File: src/rtl/glitch_pkg.sv
`default_nettype none
// ============================================================================
// Module   : glitch_pkg
// Brief    : Shared state encoding and default widths for the glitch scheduler.
// Revision : 1.0 - initial release
// ============================================================================
package glitch_pkg;

    localparam int c_dly_w = 16;
    localparam int c_len_w = 8;
    localparam int c_num_w = 4;

    typedef enum logic [2:0] {
        GS_IDLE   = 3'd0,
        GS_ARMED  = 3'd1,
        GS_DELAY  = 3'd2,
        GS_GLITCH = 3'd3,
        GS_GAP    = 3'd4,
        GS_DONE   = 3'd5
    } gs_state_t;

    function automatic logic is_busy(input gs_state_t st);
        return (st == GS_DELAY) || (st == GS_GLITCH) || (st == GS_GAP);
    endfunction

endpackage
`default_nettype wire

File: src/rtl/sync_2ff.sv
`default_nettype none
// ============================================================================
// Module   : sync_2ff
// Brief    : 1-bit two-flop synchronizer, asynchronous active-low reset.
// Revision : 1.0 - initial release
// ============================================================================
module sync_2ff (
    input  logic clk,
    input  logic rst_n,
    input  logic d_i,
    output logic q_o
);

    logic r_meta;
    logic r_sync;

    always_ff @(posedge clk or negedge rst_n) begin
        if (!rst_n) begin
            r_meta <= 1'b0;
            r_sync <= 1'b0;
        end else begin
            r_meta <= d_i;
            r_sync <= r_meta;
        end
    end

    assign q_o = r_sync;

endmodule
`default_nettype wire

File: src/rtl/glitch_sched.sv
`default_nettype none
// ============================================================================
// Module   : glitch_sched
// Brief    : Trigger-to-glitch scheduler driving the SoC clock-select line.
// Revision : 1.0 - initial release
// ============================================================================
module glitch_sched
    import glitch_pkg::*;
#(
    parameter int DLY_W = c_dly_w,
    parameter int LEN_W = c_len_w,
    parameter int NUM_W = c_num_w
) (
    input  logic             clk,
    input  logic             rst_n,
    input  logic             arm_i,
    input  logic             abort_i,
    input  logic             trig_i,
    input  logic [DLY_W-1:0] delay_i,
    input  logic [LEN_W-1:0] width_i,
    input  logic [LEN_W-1:0] gap_i,
    input  logic [NUM_W-1:0] num_i,
    output logic             clk_sel_o,
    output logic             armed_o,
    output logic             busy_o,
    output logic             done_o
);

    gs_state_t        r_state, w_next_state;
    logic             w_sync2, r_sync2_q, w_rise;
    logic [DLY_W-1:0] r_dly_sh, w_dly_sh, r_dcnt, w_dcnt;
    logic [LEN_W-1:0] r_wid_sh, w_wid_sh, r_gap_sh, w_gap_sh;
    logic [LEN_W-1:0] r_wcnt, w_wcnt, r_gcnt, w_gcnt;
    logic [NUM_W-1:0] r_num_sh, w_num_sh, r_ncnt, w_ncnt;
    logic             r_clk_sel, w_clk_sel;

    sync_2ff u_trig_sync (
        .clk   (clk),
        .rst_n (rst_n),
        .d_i   (trig_i),
        .q_o   (w_sync2)
    );

    assign w_rise = w_sync2 & ~r_sync2_q;

    always_ff @(posedge clk or negedge rst_n) begin
        if (!rst_n) begin
            r_state <= GS_IDLE;
        end else begin
            r_state <= w_next_state;
        end
    end

    always_ff @(posedge clk or negedge rst_n) begin
        if (!rst_n) begin
            r_sync2_q <= 1'b0;
            r_dly_sh  <= '0;
            r_wid_sh  <= '0;
            r_gap_sh  <= '0;
            r_num_sh  <= '0;
            r_dcnt    <= '0;
            r_wcnt    <= '0;
            r_gcnt    <= '0;
            r_ncnt    <= '0;
            r_clk_sel <= 1'b0;
        end else begin
            r_sync2_q <= w_sync2;
            r_dly_sh  <= w_dly_sh;
            r_wid_sh  <= w_wid_sh;
            r_gap_sh  <= w_gap_sh;
            r_num_sh  <= w_num_sh;
            r_dcnt    <= w_dcnt;
            r_wcnt    <= w_wcnt;
            r_gcnt    <= w_gcnt;
            r_ncnt    <= w_ncnt;
            r_clk_sel <= w_clk_sel;
        end
    end

    always_comb begin
        w_next_state = r_state;
        w_dly_sh     = r_dly_sh;
        w_wid_sh     = r_wid_sh;
        w_gap_sh     = r_gap_sh;
        w_num_sh     = r_num_sh;
        w_dcnt       = r_dcnt;
        w_wcnt       = r_wcnt;
        w_gcnt       = r_gcnt;
        w_ncnt       = r_ncnt;
        w_clk_sel    = r_clk_sel;

        if (abort_i) begin
            w_next_state = GS_IDLE;
            w_clk_sel    = 1'b0;
        end else begin
            case (r_state)
                GS_IDLE: begin
                    if (arm_i) begin
                        w_next_state = GS_ARMED;
                        // Zero lengths/counts mean "one", so the burst is never empty.
                        w_dly_sh = delay_i;
                        w_wid_sh = (width_i == '0) ? LEN_W'(1) : width_i;
                        w_gap_sh = (gap_i == '0) ? LEN_W'(1) : gap_i;
                        w_num_sh = (num_i == '0) ? NUM_W'(1) : num_i;
                    end
                end
                GS_ARMED: begin
                    if (w_rise) begin
                        w_next_state = GS_DELAY;
                        w_dcnt       = r_dly_sh;
                        w_ncnt       = r_num_sh;
                    end
                end
                GS_DELAY: begin
                    if (r_dcnt == '0) begin
                        w_next_state = GS_GLITCH;
                        w_wcnt       = r_wid_sh - LEN_W'(1);
                        w_clk_sel    = 1'b1;
                    end else begin
                        w_dcnt = r_dcnt - DLY_W'(1);
                    end
                end
                GS_GLITCH: begin
                    if (r_wcnt == '0) begin
                        w_clk_sel = 1'b0;
                        if (r_ncnt != '0) begin
                            w_ncnt = r_ncnt - NUM_W'(1);
                        end
                        if (r_ncnt <= NUM_W'(1)) begin
                            w_next_state = GS_DONE;
                        end else begin
                            w_next_state = GS_GAP;
                            w_gcnt       = r_gap_sh - LEN_W'(1);
                        end
                    end else begin
                        w_wcnt = r_wcnt - LEN_W'(1);
                    end
                end
                GS_GAP: begin
                    if (r_gcnt == '0) begin
                        w_next_state = GS_GLITCH;
                        w_wcnt       = r_wid_sh - LEN_W'(1);
                        w_clk_sel    = 1'b1;
                    end else begin
                        w_gcnt = r_gcnt - LEN_W'(1);
                    end
                end
                GS_DONE: begin
                    w_next_state = GS_IDLE;
                end
                default: begin
                    w_next_state = GS_IDLE;
                    w_clk_sel    = 1'b0;
                end
            endcase
        end
    end

    // clk_sel_o must be a bare flop output: it feeds the clock mux select.
    assign clk_sel_o = r_clk_sel;
    assign armed_o   = (r_state == GS_ARMED);
    assign busy_o    = is_busy(r_state);
    assign done_o    = (r_state == GS_DONE);

endmodule
`default_nettype wire

File: config.mk
export PLATFORM = sky130hd
export DESIGN_NAME = glitch_sched
export DESIGN_NICKNAME = d
export VERILOG_FILES = /design/src/rtl/glitch_pkg.sv /design/src/rtl/sync_2ff.sv /design/src/rtl/glitch_sched.sv
export SDC_FILE = /design/constraint.sdc
export NUM_CORES = 1
export LEC_CHECK = 0
export ABC_CLOCK_PERIOD_IN_PS = 5900
export CAP_MARGIN = 40
export CORE_MARGIN = 3
export CORE_UTILIZATION = 40
export CTS_CLUSTER_SIZE = 20
export DETAILED_ROUTE_END_ITERATION = 12
export GPL_ROUTABILITY_DRIVEN = 0
export PLACE_DENSITY = 0.64
export REMOVE_ABC_BUFFERS = 1
export SYNTH_ARGS = -nofsm -noshare
export SYNTH_HDL_FRONTEND = slang
export SYNTH_SLANG_ARGS = --single-unit
File: constraint.sdc
create_clock -name clk -period 5.9 [get_ports clk]
set_clock_uncertainty 0.05 [all_clocks]
set_input_delay 1.18 -clock clk [delete_from_list [all_inputs] [get_ports clk]]
set_output_delay 1.18 -clock clk [all_outputs]
set_load 0.05 [all_outputs]
==> impl_metrics.tcl, run 1 <==
set metrics [dict create \
    status "complete, no violations" \
    crit_arrival_ns 2.47 \
    switchingPower_mw 0.754 \
    crit_type "reg -> out" \
    combPwrFrac_pct 30.5 \
    max_slew_margin_pct 51.0 \
    hpwl_um 7390 \
    core_area_um2 10600 \
    finalSetupViolations 0 \
    layout-drive-gt1-share_pct 13.9 \
    end_kind "output pin" \
    die_h_um 111 \
    endpoint "busy_o" \
    worstSkewPairLatency_ns 0.36 \
    io_buffers 44 \
    pin_count 45 \
    async_flop_share_pct 100 \
    fin_crit_ns 3.70 \
    rows 37 \
    yosysSeqAreaShare_pct 44.7 \
    p_clk_share_pct 23.5 \
    r2r-start "r_state[1]" \
    viasPerCell 5.83 \
    finalWirelength_um 10600 \
    firstDrtPassIters 5 \
    initial_core_util_pct 41.9 \
    syn-cell-area_um2 4430 \
    total_power_mw 2.09 \
    avgRoutedWirePerCell_um 16.7 \
    hold_violations 0 \
    synth_cell_types 59 \
    ir_drop_mv 0.171 \
    vias 3698 \
    antennaDiodeCount 0 \
    syn_to_final_growth_pct 18.4 \
    min_period_over_period_pct 62.8 \
    required_ns 4.67 \
    grt_first_pass_wirelength_um 17900 \
    drt-initial-drc-count 253 \
    grt_start_max_net_pins 52 \
    internal_power_mw 1.33 \
    max_freq_mhz 270 \
    rr_endpoint "r_wcnt[4]" \
    grt-ovfl-total 0 \
    syn_area_per_cell_um2 9.68 \
    power.density_nw_per_um2 398 \
    design.die.area_um2 12400 \
    drc 0 \
    hold_buffers 0 \
    cp-startpoint "r_state[1]" \
    synth_cells 457 \
    cts_buffers 9 \
    reg2reg_slack_ns 3.03 \
    cts.sink_count 79 \
    start_kind "flop" \
    ant_nets 0 \
    finalSetupTns_ns 0 \
    yosys_warnings 0 \
    htree_num_levels 3 \
    synth-seq-cells 79 \
    cts_buffer_depth 2 \
    fin_nets 540 \
    synth_edf_count 0 \
    worstRegToRegCells 7 \
    grt_pass1_vias 3568 \
    rsz0062_at_grt "false" \
    cts_resized 0 \
    crit_fanout 18 \
    cellLeakagePower_nw 2.03 \
    pwr-share-seq_pct 46.0 \
    hp-class "reg -> reg" \
    gr-usage-all-layers_pct 17.4 \
    grt_antenna_before_repair 0 \
    cts_setup_buffers 0 \
    ys.flop_type "dfrtp_1" \
    p_sw_share_pct 36.2 \
    cts_tree "done" \
    cts.reportedPaths.clkPinSlew_ns 0.08 \
    drv_cap 0 \
    root_buffer "clkbuf_8" \
    slew_violations 0 \
    fp.dieW_um 111 \
    tightestPinTransition_ns 0.728 \
]
[state kept, by name, indices dropped and copies added, names as in the netlist]
signal / flops
r_gap_sh: 8
u_trig_sync.q_o: 1
r_num_sh: 4
r_ncnt: 4
r_dcnt: 16
u_trig_sync.r_meta: 1
r_state: 3
r_gcnt: 8
r_wcnt: 8
r_wid_sh: 8
r_dly_sh: 16
clk_sel_o: 1
r_sync2_q: 1
[cell usage in the layout (no fill, tap or decap), types with 9 or more instances in the layout]
master           count
nand2_1             22
inv_1               14
dfrtp_1             79
nor2_1              36
mux2_2              33
nor3_1              23
clkdlybuf4s50_1     43
nor4_1              10
a21oi_1             32
o21ai_0             42
clkbuf_8             9
a211oi_1             9
[how the worst min path moves through the flow]
stage                             from               to  slack (ns)  depth (start not counted)
floorplan           u_trig_sync.r_meta  u_trig_sync.q_o        0.28                          0
global placement    u_trig_sync.r_meta  u_trig_sync.q_o        0.28                          0
detailed placement  u_trig_sync.r_meta  u_trig_sync.q_o        0.29                          0
CTS                 u_trig_sync.r_meta  u_trig_sync.q_o        0.31                          0
global route        u_trig_sync.r_meta  u_trig_sync.q_o        0.32                          0
finish              u_trig_sync.r_meta  u_trig_sync.q_o        0.31                          0
[worst max-delay path, stage by stage (launching register included)]
cell and delay [ns]:
dfrtp_1 0.58, or3b_1 0.60, nand2_1 0.12, clkdlybuf4s50_1 0.81
[Yosys cell counts, types with 9 or more instances]
cell type	number	area share, %
a211oi_1	9	1.5
a21oi_1	32	3.6
clkbuf_1	18	1.5
dfrtp_1	79	45
inv_1	14	1.2
mux2_2	33	8.4
nand2_1	22	1.9
nor2_1	36	3.1
nor3_1	23	2.6
nor4_1	10	1.4
o21ai_0	42	4.7
[area by class of cell]
type | count | area (µm²)
sequential | 79 | 1980
clock buffer | 11 | 131
fill | 987 | 5320
multi-input combinational | 338 | 2290
clock inverter | 5 | 106
inverter | 14 | 52.6
tap | 136 | 170
timing repair buffer | 51 | 514
[power by group through the flow]
stage               clock, mW  sequential, mW  combinational [mW]
finish                  0.490           0.959               0.637
global placement            0           0.960               0.616
floorplan                   0           0.908               0.483
detailed placement          0           0.965               0.639
global route            0.524           0.995               0.719
CTS                     0.499           0.957               0.641
[metrics by stage]
| stage | util (%) | std cells | instance area, µm² | setup slack (ns) | hold WS [ns] |
|---|---|---|---|---|---|
| after floorplan | - | 431 | 4320 | 2.96 | 0.281 |
| after global placement | 47.0 | 616 | 4960 | 2.21 | 0.283 |
| after detailed placement | 47.4 | 618 | 5000 | 2.16 | 0.290 |
| after CTS | 49.6 | 634 | 5240 | 2.20 | 0.310 |
| after global routing | 49.6 | 634 | 5240 | 2.10 | 0.324 |
| final | 49.6 | 634 | 5240 | 2.20 | 0.306 |
[cells by family (layout without fill, tap and decap cells)]
kind of cell / count (synthesis) / count (layout) / synth area share (%)
adder cells (fa/ha/maj): 6 / 6 / 1.70
XOR/XNOR: 7 / 7 / 1.39
buffers and inverters: 40 / 81 / 3.62
multiplexers: 39 / 39 / 9.87
AND/OR/NAND/NOR: 145 / 145 / 18.3
AO/OA/AOI/OAI: 141 / 141 / 20.4
flip-flops: 79 / 79 / 44.7
[layer usage]
metal	up-vias	routed length [µm]	share of wire [%]	GRT usage, %
li1	1795	-	-	-
met1	1788	4790	45	24.1
met2	100	5190	49	27.5
met3	15	399	3.8	2.84
met4	0	198	1.9	6.41
met5	-	0	0	0
(Power assumes the default switching activity.)
==> inputs of run 2 (changes only) <==
- ABC_CLOCK_PERIOD_IN_PS: 5900 -> 3400
- PLACE_DENSITY: 0.64 -> 0.66
- clock period: 5.9 -> 3.4 ns (I/O delays scaled with it)
==> impl_metrics.tcl, run 2 (synthesis results as in run 1) <==
set metrics [dict create \
    power.density_nw_per_um2 686 \
    finalSetupViolations 0 \
    hp-class "in -> async" \
    cts.sink_count 79 \
    crit_type "reg -> out" \
    internal_power_mw 2.27 \
    switchingPower_mw 1.33 \
    drt-initial-drc-count 264 \
    hpwl_um 7540 \
    max_slew_margin_pct 50.8 \
    grt-ovfl-total 0 \
    pin_count 45 \
    crit_fanout 14 \
    combPwrFrac_pct 31.6 \
    slew_violations 0 \
    hold_violations 0 \
    cts_buffer_depth 2 \
    critPathTopFamily "buffers and inverters" \
    drv_cap 0 \
    syn_to_final_growth_pct 18.6 \
    end_kind "output pin" \
    cts_setup_buffers 0 \
    die_h_um 111 \
    ant_nets 0 \
    status "complete, no violations" \
    vias 3822 \
    required_ns 2.67 \
    initial_core_util_pct 41.9 \
    final.fill_count 978 \
    cts.reportedPaths.clkPinSlew_ns 0.08 \
    fin_crit_ns 3.19 \
    viasPerCell 5.99 \
    tightestPinTransition_ns 0.732 \
    rows 37 \
    hold_slack_ns 0.207 \
    grt_antenna_before_repair 0 \
    worstSkewPairLatency_ns 0.36 \
    gr-usage-all-layers_pct 17.7 \
    layout-drive-gt1-share_pct 14.7 \
    max_freq_mhz 313 \
    fin_nets 544 \
    p_clk_share_pct 22.2 \
    pwr-share-seq_pct 46.2 \
    cts_resized 0 \
    drc 0 \
    cp_slowest_stage_delay_ns 0.81 \
    mostFrequentLayoutCells "79 x dfrtp_1, 43 x clkdlybuf4s50_1, 42 x o21ai_0" \
    cellLeakagePower_nw 2.05 \
    ir_drop_mv 0.286 \
    min_period_over_period_pct 93.8 \
    htree_num_levels 3 \
    grt_pass1_vias 3617 \
    cts_tree "done" \
    p_sw_share_pct 37.0 \
    firstDrtPassIters 5 \
    io_buffers 44 \
    finalSetupTns_ns 0 \
    path_cells "or3b_1 -> nand2_1 -> clkdlybuf4s50_1" \
    cp_num_buf_inv 1 \
    design.die.area_um2 12400 \
    final_common_cell "dfrtp_1" \
    cts_buffers 9 \
    core_area_um2 10600 \
    fp.dieW_um 111 \
    slowest_stage "clkdlybuf4s50_1" \
    finalWirelength_um 10700 \
    antennaDiodeCount 0 \
    avgRoutedWirePerCell_um 16.8 \
    reg.largest.list "r_dcnt x16, r_dly_sh x16" \
    rsz0062_at_grt "false" \
    hold_buffers 0 \
    root_buffer "clkbuf_8" \
    final_core_util_pct 49.7 \
    crit_arrival_ns 2.46 \
    grt_start_max_net_pins 47 \
    grt_first_pass_wirelength_um 17900 \
    start_kind "flop" \
]
## run 2: changes by cell type in the layout (fill, tap and decap cells not counted)
cell / delta
buf_4: +4
buf_2: +1
buf_6: -1
bufinv_16: -1
clkbuf_1: -1
clkbuf_8: +1
clkinv_2: +1
## run 2: stage by stage
stage	power, mW	setup WS [ns]	instance area [µm²]	instances
after floorplan	2.41	0.740	4320	431
after global placement	2.75	0.616	4990	620
after detailed placement	2.81	0.601	5030	622
after CTS	3.61	0.211	5250	638
after global routing	3.86	0.0588	5250	638
final	3.60	0.210	5250	638
## run 2: area by class of cell
class                   instances  area [µm²]  share of cell area (%)
inverters                      14        52.6                    1.00
multi-input cells             338        2290                    43.6
well taps                     136         170                    3.24
flip-flops and latches         79        1980                    37.7
clock buffers                  11         141                    2.69
repair buffers                 55         538                    10.3
clock inverters                 5        81.3                    1.55
## run 2: worst paths after layout
check                                   start                 end  slack, ns  depth (start not counted)
min in group clk           u_trig_sync.r_meta     u_trig_sync.q_o       0.30                          0
hold / removal                          rst_n           r_gcnt[1]       0.21                          1
setup / recovery                   r_state[2]              busy_o       0.21                          3
max in group asynchronous               rst_n  u_trig_sync.r_meta       2.50                          2
setup reg to reg                   r_state[0]           r_wcnt[4]       0.58                          7
hold reg to reg            u_trig_sync.r_meta     u_trig_sync.q_o       0.30                          0
## run 2: power by group through the flow
stage	registers (mW)	clock network (mW)	logic (mW)
after floorplan	1.58	0	0.838
after global placement	1.66	0	1.09
after detailed placement	1.68	0	1.13
after CTS	1.66	0.815	1.14
after global routing	1.72	0.858	1.28
final	1.66	0.799	1.14
## run 2: metal layers
metal / part of all wire, % / vias up / GRT usage [%] / wire [µm]
li1: - / 1807 / - / -
met1: 45 / 1872 / 23.8 / 4810
met2: 48 / 123 / 28.1 / 5120
met3: 5.3 / 20 / 2.89 / 564
met4: 2.1 / 0 / 7.54 / 230
met5: 0 / - / 0 / 0
==> inputs of run 3 (changes only) <==
- CORE_MARGIN: 3 -> not set
==> impl_metrics.tcl, run 3 (synthesis results as in run 1) <==
set metrics [dict create \
    status "complete, no violations" \
    hold_violations 0 \
    ir_drop_mv 0.296 \
    ant_nets 0 \
    placed_area_um2 5040 \
    grt_pass1_vias 3689 \
    drc 0 \
    io_buffers 44 \
    start_kind "flop" \
    antennaDiodeCount 0 \
    die_h_um 107 \
    syn_to_final_growth_pct 18.9 \
    fin_crit_ns 3.14 \
    fin_area_um2 5260 \
    cts_setup_buffers 0 \
    drv_cap 0 \
    avgRoutedWirePerCell_um 16.5 \
    r2r-start "r_state[0]" \
    reg.largest.list "r_dcnt x16, r_dly_sh x16" \
    max_freq_mhz 318 \
    rsz0062_at_grt "false" \
    slew_violations 0 \
    cts_tree "done" \
    grt_antenna_before_repair 0 \
    cts_resized 0 \
    cts_buffers 9 \
    gr-usage-all-layers_pct 20.0 \
    hold_buffers 0 \
    worstRegToRegCells 7 \
    crit_arrival_ns 2.41 \
    grt_start_max_net_pins 51 \
    initial_core_util_pct 41.0 \
    viasPerCell 5.91 \
    power.density_nw_per_um2 685 \
    grt-ovfl-total 0 \
    crit_type "reg -> out" \
    cp-startpoint "r_state[2]" \
    required_ns 2.67 \
    cellLeakagePower_nw 2.06 \
    tightestPinTransition_ns 0.711 \
    max_slew_margin_pct 52.2 \
    end_kind "output pin" \
    design.die.area_um2 11500 \
    cts_buffer_depth 2 \
    pin_count 45 \
    drt-initial-drc-count 235 \
    finalSetupViolations 0 \
    finalWirelength_um 10600 \
    final_common_cell "dfrtp_1" \
    endpoint "busy_o" \
    hp-class "in -> async" \
    vias 3800 \
    min_period_over_period_pct 92.5 \
    worstSkewPairLatency_ns 0.37 \
    core_area_um2 10800 \
    mostFrequentLayoutCells "79 x dfrtp_1, 43 x clkdlybuf4s50_1, 42 x o21ai_0" \
    crit_fanout 14 \
    cts.reportedPaths.clkPinSlew_ns 0.08 \
    finalSetupTns_ns 0 \
    rows 38 \
    final.fill_count 983 \
    fin_nets 545 \
    firstDrtPassIters 5 \
    grt_first_pass_wirelength_um 17900 \
    htree_num_levels 3 \
    cts.sink_count 79 \
    fp.dieW_um 107 \
    reg2reg_slack_ns 0.81 \
    root_buffer "clkbuf_8" \
    layout-drive-gt1-share_pct 14.9 \
    rr_endpoint "r_wcnt[4]" \
    hpwl_um 7450 \
]
==> run 3: cell types whose count changed in the layout (fill, tap and decap cells not counted) <==
cell | previous run | this run
buf_2 | 1 | 0
buf_4 | 10 | 12
==> run 3: worst min path at each step <==
stage | start | to | slack [ns]
final | rst_n | r_wid_sh[6] | 0.19
after global routing | rst_n | r_wid_sh[6] | 0.20
after CTS | rst_n | r_wid_sh[6] | 0.20
after detailed placement | u_trig_sync.r_meta | u_trig_sync.q_o | 0.30
after global placement | u_trig_sync.r_meta | u_trig_sync.q_o | 0.28
after floorplan | u_trig_sync.r_meta | u_trig_sync.q_o | 0.28
==> run 3: critical path, stage by stage (launching register included) <==
cell	delay [ns]
dfrtp_1	0.58
or3b_1	0.55
nand2_1	0.12
clkdlybuf4s50_1	0.81
==> run 3: metrics by stage <==
stage / instances / power [mW] / utilization [%] / hold slack (ns) / setup slack, ns
6_report: 643 / 3.61 / 48.8 / 0.194 / 0.256
5_1_grt: 643 / 3.86 / 48.8 / 0.205 / 0.149
4_1_cts: 643 / 3.61 / 48.8 / 0.201 / 0.242
3_5_place_dp: 627 / 2.82 / 46.7 / 0.296 / 0.587
3_3_place_gp: 626 / 2.75 / 46.5 / 0.283 / 0.667
2_1_floorplan: 431 / 2.41 / - / 0.281 / 0.740
==> run 3: area by class of cell <==
class / count / area [µm²] / share of cell area [%]
multi-input cells: 338 / 2290 / 43.5
clock buffers: 11 / 141 / 2.69
flip-flops and latches: 79 / 1980 / 37.6
repair buffers: 56 / 548 / 10.4
clock inverters: 5 / 81.3 / 1.55
inverters: 14 / 52.6 / 0.998
well taps: 140 / 175 / 3.33
==> run 3: per-layer routing <==
layer	up-vias	track usage [%]	share of wire (%)
met4	0	7.44	1.6
li1	1810	-	-
met5	-	0	0
met3	15	3.59	3.6
met2	101	33.2	50
met1	1874	26.0	45
==> run 3: where the power goes <==
group | leakage, nW | internal (mW) | total (mW) | switching, mW
logic | 1.00 | 0.551 | 1.14 | 0.590
registers | 0.945 | 1.28 | 1.67 | 0.385
clock network | 0.110 | 0.434 | 0.798 | 0.364
